<file path="config.mk">
export PLATFORM = sky130hd
export DESIGN_NAME = moore_seq_gen_flat
export DESIGN_NICKNAME = d
export VERILOG_FILES = /design/src/rtl/seq_gen_pkg.sv /design/src/rtl/moore_seq_gen_if.sv /design/src/rtl/seq_gen_shifter.sv /design/src/rtl/moore_seq_gen.sv /design/src/flat_wrapper.sv
export SDC_FILE = /design/constraint.sdc
export NUM_CORES = 1
export LEC_CHECK = 0
export BUFFER_PORTS_ARGS = -buffer_cell sky130_fd_sc_hd__buf_2
export CAP_MARGIN = 20
export CORE_MARGIN = 2
export CORE_UTILIZATION = 60
export CTS_CLUSTER_SIZE = 12
export DETAILED_ROUTE_END_ITERATION = 12
export PLACE_DENSITY_LB_ADDON = 0.12
export SYNTH_ARGS = -nofsm -noshare
export SYNTH_HDL_FRONTEND = slang
export SYNTH_SLANG_ARGS = --single-unit
</file>
<file path="constraint.sdc">
create_clock -name clk -period 5 [get_ports clk]
set_input_delay 0.25 -clock clk [delete_from_list [all_inputs] [get_ports clk]]
set_output_delay 0.25 -clock clk [all_outputs]
set_load 0.01 [all_outputs]
</file>
<file path="src/rtl/seq_gen_pkg.sv">
// Shared types for the Moore serial pattern generator.
// MOORE_SEQ_GEN_GAP_EN adds the GAP state between repetitions.
package seq_gen_pkg;

  localparam int PAT_W_DEF = 8;
  localparam int LEN_W_DEF = $clog2(PAT_W_DEF + 1);
  localparam int REP_W_DEF = 4;

  typedef enum logic [1:0] {
    S_IDLE  = 2'b00,
    S_SHIFT = 2'b01,
`ifdef MOORE_SEQ_GEN_GAP_EN
    S_GAP   = 2'b10,
`endif
    S_DONE  = 2'b11
  } seq_gen_state_t;

endpackage

</file>
<file path="src/rtl/moore_seq_gen_if.sv">
// Request/serial-output bundle of moore_seq_gen.
// rpt carries the repeat count (repeat is a reserved word).
interface moore_seq_gen_if
  import seq_gen_pkg::*;
#(
  parameter int PAT_W = PAT_W_DEF,
  parameter int LEN_W = $clog2(PAT_W + 1),
  parameter int REP_W = REP_W_DEF
);

  logic             start;
  logic [PAT_W-1:0] pattern;
  logic [LEN_W-1:0] len;
  logic [REP_W-1:0] rpt;
  logic             z;
  logic             valid;
  logic             busy;
  logic             done;

  modport master (
    output start, pattern, len, rpt,
    input  z, valid, busy, done
  );

  modport slave (
    input  start, pattern, len, rpt,
    output z, valid, busy, done
  );

endinterface

</file>
<file path="src/rtl/seq_gen_shifter.sv">
// Pattern shift register with bit counter for moore_seq_gen.
// load latches a new pattern, reload restarts it, shift advances.
module seq_gen_shifter
  import seq_gen_pkg::*;
#(
  parameter int PAT_W = PAT_W_DEF,
  parameter int LEN_W = $clog2(PAT_W + 1)
) (
  input  logic             clk,
  input  logic             rst,
  input  logic             load_i,
  input  logic             shift_i,
  input  logic             reload_i,
  input  logic [PAT_W-1:0] pattern_i,
  input  logic [LEN_W-1:0] len_i,
  output logic             msb_o,
  output logic             last_o
);

  logic [PAT_W-1:0] sreg_q, sreg_d;
  logic [PAT_W-1:0] pat_q, pat_d;
  logic [LEN_W-1:0] len_q, len_d;
  logic [LEN_W-1:0] cnt_q, cnt_d;
  logic [LEN_W-1:0] len_c;

  always_comb begin
    len_c = (len_i > LEN_W'(PAT_W)) ? LEN_W'(PAT_W) : len_i;
    sreg_d = sreg_q;
    pat_d  = pat_q;
    len_d  = len_q;
    cnt_d  = cnt_q;
    unique case (1'b1)
      load_i: begin
        sreg_d = pattern_i;
        pat_d  = pattern_i;
        len_d  = len_c;
        cnt_d  = len_c;
      end
      reload_i: begin
        sreg_d = pat_q;
        cnt_d  = len_q;
      end
      shift_i: begin
        sreg_d = {sreg_q[PAT_W-2:0], 1'b0};
        cnt_d  = cnt_q - 1'b1;
      end
      default: ;
    endcase
  end

  always_ff @(posedge clk) begin
    if (rst) begin
      sreg_q <= '0;
      pat_q  <= '0;
      len_q  <= '0;
      cnt_q  <= '0;
    end else begin
      sreg_q <= sreg_d;
      pat_q  <= pat_d;
      len_q  <= len_d;
      cnt_q  <= cnt_d;
    end
  end

  assign msb_o  = sreg_q[PAT_W-1];
  assign last_o = (cnt_q == LEN_W'(1));

endmodule

</file>
<file path="src/rtl/moore_seq_gen.sv">
// Moore serial pattern generator: MSB-first bursts with repeats.
// MOORE_SEQ_GEN_GAP_EN inserts one idle cycle between repetitions.
module moore_seq_gen
  import seq_gen_pkg::*;
#(
  parameter int PAT_W = PAT_W_DEF,
  parameter int LEN_W = $clog2(PAT_W + 1),
  parameter int REP_W = REP_W_DEF
) (
  input  logic            clk,
  input  logic            rst,
  moore_seq_gen_if.slave  bus
);

  seq_gen_state_t   state_q, state_d;
  logic [REP_W-1:0] rep_q, rep_d;
  logic             valid_q, busy_q, done_q;
  logic             busy_d;
  logic             in_shift, load, reload, shift;
  logic             msb, last;

  seq_gen_shifter #(
    .PAT_W (PAT_W),
    .LEN_W (LEN_W)
  ) u_shifter (
    .clk       (clk),
    .rst       (rst),
    .load_i    (load),
    .shift_i   (shift),
    .reload_i  (reload),
    .pattern_i (bus.pattern),
    .len_i     (bus.len),
    .msb_o     (msb),
    .last_o    (last)
  );

  always_comb begin
    in_shift = (state_q == S_SHIFT);
    load     = (state_q == S_IDLE) && bus.start && (bus.len != '0);
    reload   = in_shift && last && (rep_q != '0);
    shift    = in_shift && !reload;
    state_d  = state_q;
    rep_d    = rep_q;
    unique case (state_q)
      S_IDLE: begin
        if (load) begin
          state_d = S_SHIFT;
          rep_d   = bus.rpt;
        end
      end
      S_SHIFT: begin
        if (last) begin
          if (rep_q == '0) begin
            state_d = S_DONE;
          end else begin
            rep_d = rep_q - 1'b1;
`ifdef MOORE_SEQ_GEN_GAP_EN
            state_d = S_GAP;
`endif
          end
        end
      end
`ifdef MOORE_SEQ_GEN_GAP_EN
      S_GAP:   state_d = S_SHIFT;
`endif
      S_DONE:  state_d = S_IDLE;
      default: state_d = S_IDLE;
    endcase
    busy_d = (state_d != S_IDLE) && (state_d != S_DONE);
  end

  // Output flags are registered from the next state so they align with it.
  always_ff @(posedge clk) begin
    if (rst) begin
      state_q <= S_IDLE;
      rep_q   <= '0;
      valid_q <= 1'b0;
      busy_q  <= 1'b0;
      done_q  <= 1'b0;
    end else begin
      state_q <= state_d;
      rep_q   <= rep_d;
      valid_q <= (state_d == S_SHIFT);
      busy_q  <= busy_d;
      done_q  <= (state_d == S_DONE);
    end
  end

  assign bus.z     = valid_q & msb;
  assign bus.valid = valid_q;
  assign bus.busy  = busy_q;
  assign bus.done  = done_q;

endmodule

</file>
<file path="src/flat_wrapper.sv">
// flat-port wrapper written by rule: the top's interface ports become plain ports
module moore_seq_gen_flat import seq_gen_pkg::*;
#(
  parameter int PAT_W = PAT_W_DEF,
  parameter int LEN_W = $clog2(PAT_W + 1),
  parameter int REP_W = REP_W_DEF
)
  (clk, rst, bus_start, bus_pattern, bus_len, bus_rpt, bus_z, bus_valid, bus_busy, bus_done);
  moore_seq_gen_if #(.PAT_W(PAT_W), .LEN_W(LEN_W), .REP_W(REP_W)) bus_i ();
  input  logic clk;
  input  logic rst;
  input wire logic [$bits(bus_i.start)-1:0] bus_start;
  input wire logic [$bits(bus_i.pattern)-1:0] bus_pattern;
  input wire logic [$bits(bus_i.len)-1:0] bus_len;
  input wire logic [$bits(bus_i.rpt)-1:0] bus_rpt;
  output wire logic [$bits(bus_i.z)-1:0] bus_z;
  output wire logic [$bits(bus_i.valid)-1:0] bus_valid;
  output wire logic [$bits(bus_i.busy)-1:0] bus_busy;
  output wire logic [$bits(bus_i.done)-1:0] bus_done;
  assign bus_i.start = bus_start;
  assign bus_i.pattern = bus_pattern;
  assign bus_i.len = bus_len;
  assign bus_i.rpt = bus_rpt;
  assign bus_z = bus_i.z;
  assign bus_valid = bus_i.valid;
  assign bus_busy = bus_i.busy;
  assign bus_done = bus_i.done;
  moore_seq_gen #(.PAT_W(PAT_W), .LEN_W(LEN_W), .REP_W(REP_W)) u_core (.clk(clk), .rst(rst), .bus(bus_i));
endmodule
</file>
==> run_results.csv, run 1 <==
group,metric,value,unit
placed_design,place_congestion,0.809,
clock_tree,clk_pin_slew,0.11,ns
final_layout,syn2layout_area_growth,12.1,%
yosys,ys_ff_latch,33,
global_route,grt_max_degree,32,
route,post_drt_wl_per_cell,15.1,um
route,firstDrtPassIters,4,
global_route,track_usage,23.8,%
final_layout,nFillCells,206,
power_and_ir_drop,irDropWorstVdd,0.250,mV
timing,setup_violations,0,
global_route,grt_pass1_wl,5.87,mm
route,via_count,1454,
timing,fin_skew,0.00941,ns
clock_tree,cts_made_buffers,5,
yosys,yosysUniqueCellTypes,41,
timing,finalMaxSlewViolations,0,
yosys,synth_cells,183,
clock_tree,cts_hold_buffers,0,
hold_path,hold_class,"in -> reg",
route,vias_per_cell,6.16,
placed_design,hpwl,2.51,mm
final_layout,design_area,1810,um2
final_layout,layout.nets,229,
clock_tree,cts_max_path_buffers,2,
yosys,synth_edf_count,0,
critical_path,cpPeakStageDelay,0.56,ns
floorplan,die_h,55.9,um
placed_design,io_buffers,22,
clock_tree,cts_tree,"done",
clock_tree,cts_resized,0,
yosys,synth_flop_cell,"dfxtp_1",
critical_path,path_delay_family,"simple AND/OR/NAND/NOR gates",
floorplan,die_w,55.9,um
floorplan,dieArea,3130,um2
timing,max_freq,528,MHz
critical_path,startpoint_type,"flip-flop",
floorplan,row_count,18,
critical_path,path_max_fanout,8,
clock_tree,postCtsSetupRepairBufs,0,
run,drv_cap,0,
critical_path,cp.depth,6,
critical_path,ff2ff_path_depth,6,
critical_path,critPathKind,"reg -> reg",
global_route,antenna_found_initial,0,
yosys,ys_async_sr_fraction,0,%
critical_path,crit_chain,"inv_1, ha_1, or3b_2, a32oi_4, or3_1, a31oi_1",
clock_tree,clk_latency,0.34,ns
timing,finalCriticalPeriod,1.89,ns
route,final_antenna_net_count,0,
power_and_ir_drop,power.density,343,nW/um2
timing,report.final.hold_viol_count,0,
timing,relSlewSlack,50.8,%
floorplan,initial_core_util,64.1,%
critical_path,end_kind,"flip-flop",
hold_path,min_path_cells,3,
status,status,"finished clean",
route,routed_wl,3.56,mm
yosys,avgSynthCellArea,8.84,um2
power_and_ir_drop,report.power.total,0.622,mW
final_layout,drive_above_1_share,20.9,%
placed_design,placed_area,1730,um2
timing,tightest_slew,0.731,ns
timing,rsz0062_at_grt,"no",
final_layout,n_antenna_cell,0,
critical_path,cp_data_required_time,5.20,ns
placed_design,placed_cells_incl_taps,228,
critical_path,arrival,2.10,ns
timing,whs,0.145,ns
floorplan,core_area,2520,um2
timing,post-route-period-util,37.9,%
yosys,synth_area,1620,um2
route,drt_iter0_drc,53,
clock_tree,htree_levels,2,
power_and_ir_drop,power.leakage,0.752,nW
global_route,grt_pass1_vias,1335,
timing,fin_setup_tns,0,ns
critical_path,cp_slowest_cell,"or3b_2",
floorplan,io_pins,23,
global_route,grt.overflow.total,0,
final_layout,final_cells,236,
yosys,yosysWarnings,0,
yosys,seq_area_frac_synth,40.8,%
clock_tree,root_buffer,"clkbuf_4",
critical_path,worst-path-buf-inv,1,
yosys,syn-num-nets,207,
route,drc,0,
clock_tree,cts_sinks,33,
## metal layers
metal / part of all wire (%) / GRT usage, % / vias to the layer above
met5: 0 / 0 / -
met4: 1.8 / 12.6 / 0
met3: 7.0 / 4.19 / 10
met2: 46 / 37.4 / 54
met1: 46 / 31.2 / 688
li1: - / - / 702
## kinds of logic (layout without fill, tap and decap cells)
| logic type | count (synthesis) | after routing | share of synthesized area, % |
|---|---|---|---|
| flip-flops | 33 | 33 | 40.8 |
| buffers and inverters | 13 | 36 | 3.71 |
| XOR/XNOR | 2 | 2 | 1.08 |
| multiplexers | 7 | 7 | 4.33 |
| adder cells (fa/ha/maj) | 5 | 5 | 3.87 |
| AND/OR/NAND/NOR | 68 | 68 | 23.4 |
| AO/OA/AOI/OAI | 55 | 55 | 22.7 |
## sequential cells by signal (all words and copies together) (netlist names)
register and count:
u_core.u_shifter.sreg_q 8, u_core.state_q 2, u_core.bus.busy 1, u_core.bus.done 1, u_core.u_shifter.pat_q 8, u_core.bus.valid 1, u_core.rep_q 4, u_core.u_shifter.len_q 4
u_core.u_shifter.cnt_q 4
## tightest hold or removal path, delay by kind of cell
kind | cells | cell delay (ns)
buffers and inverters | 1 | 0.10
AOI/OAI and AO/OA | 1 | 0.05
and+or+nand+nor | 1 | 0.05
## path summary, 6_finish.rpt
kind,start,endpoint,slack (ns)
hold / removal,bus_pattern[2],u_core.u_shifter.pat_q[2],0.14
setup reg to reg,u_core.rep_q[0],u_core.rep_q[0],3.11
hold reg to reg,u_core.u_shifter.pat_q[4],u_core.u_shifter.pat_q[4],0.47
setup / recovery,u_core.rep_q[0],u_core.rep_q[0],3.11
## power by group
| group | internal, mW | total (mW) | switching (mW) |
|---|---|---|---|
| clock network | 0.119 | 0.212 | 0.0926 |
| registers | 0.282 | 0.297 | 0.0152 |
| logic | 0.0470 | 0.113 | 0.0659 |
| total | 0.448 | 0.622 | 0.174 |
## metrics by stage
stage          setup slack [ns]  util, %
3_3_place_gp               3.15     68.5
3_5_place_dp               3.07     68.5
4_1_cts                    3.11     71.9
5_1_grt                    3.00     71.9
6_report                   3.11     71.9
2_1_floorplan              3.23        -
## cells in the final DEF (no fill, tap or decap), types with 2 or more instances in the layout
| master | netlist | layout |
|---|---|---|
| inv_1 | 6 | 6 |
| nor2_1 | 7 | 7 |
| nor3b_2 | 2 | 2 |
| and2b_2 | 2 | 2 |
| buf_2 | 1 | 22 |
| nand2b_1 | 3 | 3 |
| mux2i_1 | 7 | 7 |
| ha_1 | 5 | 5 |
| or3b_2 | 3 | 3 |
| nor3_1 | 6 | 6 |
| a22oi_1 | 7 | 7 |
| nand2_1 | 26 | 26 |
| a31oi_1 | 3 | 3 |
| o21ai_0 | 13 | 13 |
| nor2b_1 | 4 | 4 |
| xnor2_1 | 2 | 2 |
| a21oi_1 | 21 | 21 |
| dfxtp_1 | 33 | 33 |
| or3_1 | 2 | 2 |
| clkbuf_4 | 0 | 5 |
| nor3b_1 | 3 | 3 |
| nand3_1 | 2 | 2 |
| a211o_1 | 2 | 2 |
## synthesized netlist by cell type (all sizes together) (2+ instances only)
| library cell | instances | area [um2] |
|---|---|---|
| a211o | 2 | 17.5 |
| nor4 | 2 | 18.8 |
| inv | 6 | 22.5 |
| nand2 | 27 | 109 |
| or3 | 2 | 12.5 |
| xnor2 | 2 | 17.5 |
| nor2 | 8 | 32.5 |
| clkbuf | 6 | 32.5 |
| nand2b | 3 | 18.8 |
| nand3 | 2 | 10.0 |
| a21oi | 21 | 105 |
| nor3 | 6 | 30.0 |
| nor2b | 4 | 25.0 |
| and2b | 2 | 17.5 |
| ha | 5 | 62.6 |
| nor3b | 5 | 47.5 |
| a22oi | 7 | 52.6 |
| or3b | 3 | 26.3 |
| a31oi | 3 | 18.8 |
| dfxtp | 33 | 661 |
| mux2i | 7 | 70.1 |
| o21ai | 13 | 65.1 |
## final cells by class
type,count,area (um2),share of cell area [%]
clock buffer,7,55.1,3.04
clock inverter,1,30.0,1.66
inverter,6,22.5,1.24
multi-input combinational,137,897,49.5
sequential,33,661,36.4
tap,30,37.5,2.07
timing repair buffer,22,110,6.07
No activity file was read; power rests on OpenSTA's default activity.
==> run 2: changes to the inputs <==
- CORE_UTILIZATION: 60 -> 56
- clock period: 5 -> 2 ns (I/O delays scaled with it)
==> run_results.csv, run 2 (synthesis gave the netlist of run 1 again) <==
group,metric,value,unit
timing,relSlewSlack,60.6,%
final_layout,layout.nets,241,
run,drv_cap,0,
timing,fin_setup_tns,0,ns
floorplan,core_area,2760,um2
route,drc,0,
critical_path,cpPeakStageDelay,0.55,ns
final_layout,top_regs,"u_core.u_shifter.pat_q: 8 flops, u_core.u_shifter.sreg_q: 8 flops",
critical_path,path_max_fanout,8,
hold_path,hold_class,"in -> reg",
clock_tree,clk_latency,0.34,ns
floorplan,initial_core_util,58.7,%
critical_path,end_kind,"flip-flop",
route,via_count,1455,
timing,whs,0.0413,ns
final_layout,final_cells,249,
final_layout,drive_above_1_share,22.0,%
final_layout,fin_util,68.5,%
power_and_ir_drop,power.leakage,0.793,nW
critical_path,cp_data_required_time,2.21,ns
critical_path,startpoint_type,"flip-flop",
status,status,"finished clean",
route,post_drt_wl_per_cell,14.4,um
final_layout,syn2layout_area_growth,16.7,%
final_layout,final_common_cell,"dfxtp_1",
global_route,grt_max_degree,32,
clock_tree,cts_tree,"done",
power_and_ir_drop,irDropWorstVdd,0.652,mV
timing,finalCriticalPeriod,1.86,ns
clock_tree,cts_max_path_buffers,2,
final_layout,design_area,1890,um2
clock_tree,htree_levels,2,
timing,finalMaxSlewViolations,0,
critical_path,cp_slowest_cell,"or3b_2",
timing,finalWorstSetupSlack,0.140,ns
placed_design,placed_cells_incl_taps,234,
global_route,antenna_found_initial,0,
global_route,track_usage,24.4,%
clock_tree,postCtsSetupRepairBufs,0,
floorplan,row_count,19,
placed_design,placed_area,1770,um2
route,routed_wl,3.58,mm
placed_design,dp_slack,0.162,ns
final_layout,n_antenna_cell,0,
placed_design,place_congestion,0.838,
power_and_ir_drop,report.power.total,1.41,mW
timing,fin_skew,0.00316,ns
clock_tree,cts_made_buffers,5,
floorplan,dieArea,3340,um2
global_route,grt_pass1_wl,6.18,mm
floorplan,die_w,57.8,um
route,final_antenna_net_count,0,
global_route,grt_pass1_vias,1356,
clock_tree,cts_sinks,33,
floorplan,die_h,57.8,um
timing,max_freq,538,MHz
clock_tree,root_buffer,"clkbuf_4",
timing,report.final.hold_viol_count,0,
timing,post-route-period-util,93.0,%
route,firstDrtPassIters,4,
critical_path,critPathKind,"reg -> reg",
route,vias_per_cell,5.84,
route,drt_iter0_drc,70,
clock_tree,clk_pin_slew,0.10,ns
timing,tightest_slew,0.592,ns
floorplan,io_pins,23,
power_and_ir_drop,power.density,746,nW/um2
placed_design,hpwl,2.53,mm
global_route,grt.overflow.total,0,
timing,setup_violations,0,
placed_design,io_buffers,22,
critical_path,crit_chain,"inv_1, ha_1, or3b_2, a32oi_4, or3_1, a31oi_1",
timing,rsz0062_at_grt,"no",
critical_path,arrival,2.07,ns
final_layout,final_cell_mix,"33 x dfxtp_1, 26 x nand2_1, 22 x buf_2, 21 x a21oi_1, 13 x o21ai_0",
[run 2: layout make-up]
cell class                 instances  area, um2
sequential                        33        661
inverter                           6       22.5
clock buffer                       6       41.3
multi-input combinational        137        897
clock inverter                     2       10.0
timing repair buffer              34        218
tap                               31       38.8
fill                             236        870
[run 2: per-layer routing]
layer | vias to the layer above | track usage, % | share of wire, %
met4 | 0 | 13.6 | 2.0
li1 | 726 | - | -
met2 | 56 | 37.5 | 45
met5 | - | 0 | 0
met1 | 666 | 31.9 | 45
met3 | 7 | 5.36 | 7.7
[run 2: final timing paths]
kind                              from                        end  slack [ns]  depth (start not counted)
max                    u_core.rep_q[0]            u_core.rep_q[0]        0.14                          6
min reg2reg  u_core.u_shifter.pat_q[5]  u_core.u_shifter.pat_q[5]        0.46                          2
min                     bus_pattern[0]  u_core.u_shifter.pat_q[0]        0.04                          3
max reg2reg            u_core.rep_q[0]            u_core.rep_q[0]        0.14                          6
[run 2: critical path: cells and delay by family, from the launching register on]
family,cells,cell delay (ns)
simple gates,2,0.70
fa+ha+maj,1,0.19
compound gates,2,0.44
flops,1,0.34
buf+inv,1,0.06
[run 2: repair_timing]
action | in CTS | in global routing
endpoints found under the hold margin | 14 | 0
gates resized for setup | 0 | 0
hold buffers | 7 | 0
endpoints found under the setup margin | 0 | 0
[run 2: where the power goes]
part / switching [mW] / total [mW] / internal [mW] / leakage [nW]
Combinational: 0.168 / 0.308 / 0.139 / 0.490
Sequential: 0.0368 / 0.741 / 0.704 / 0.271
Clock: 0.227 / 0.360 / 0.134 / 0.0320
Total: 0.432 / 1.41 / 0.977 / 0.793
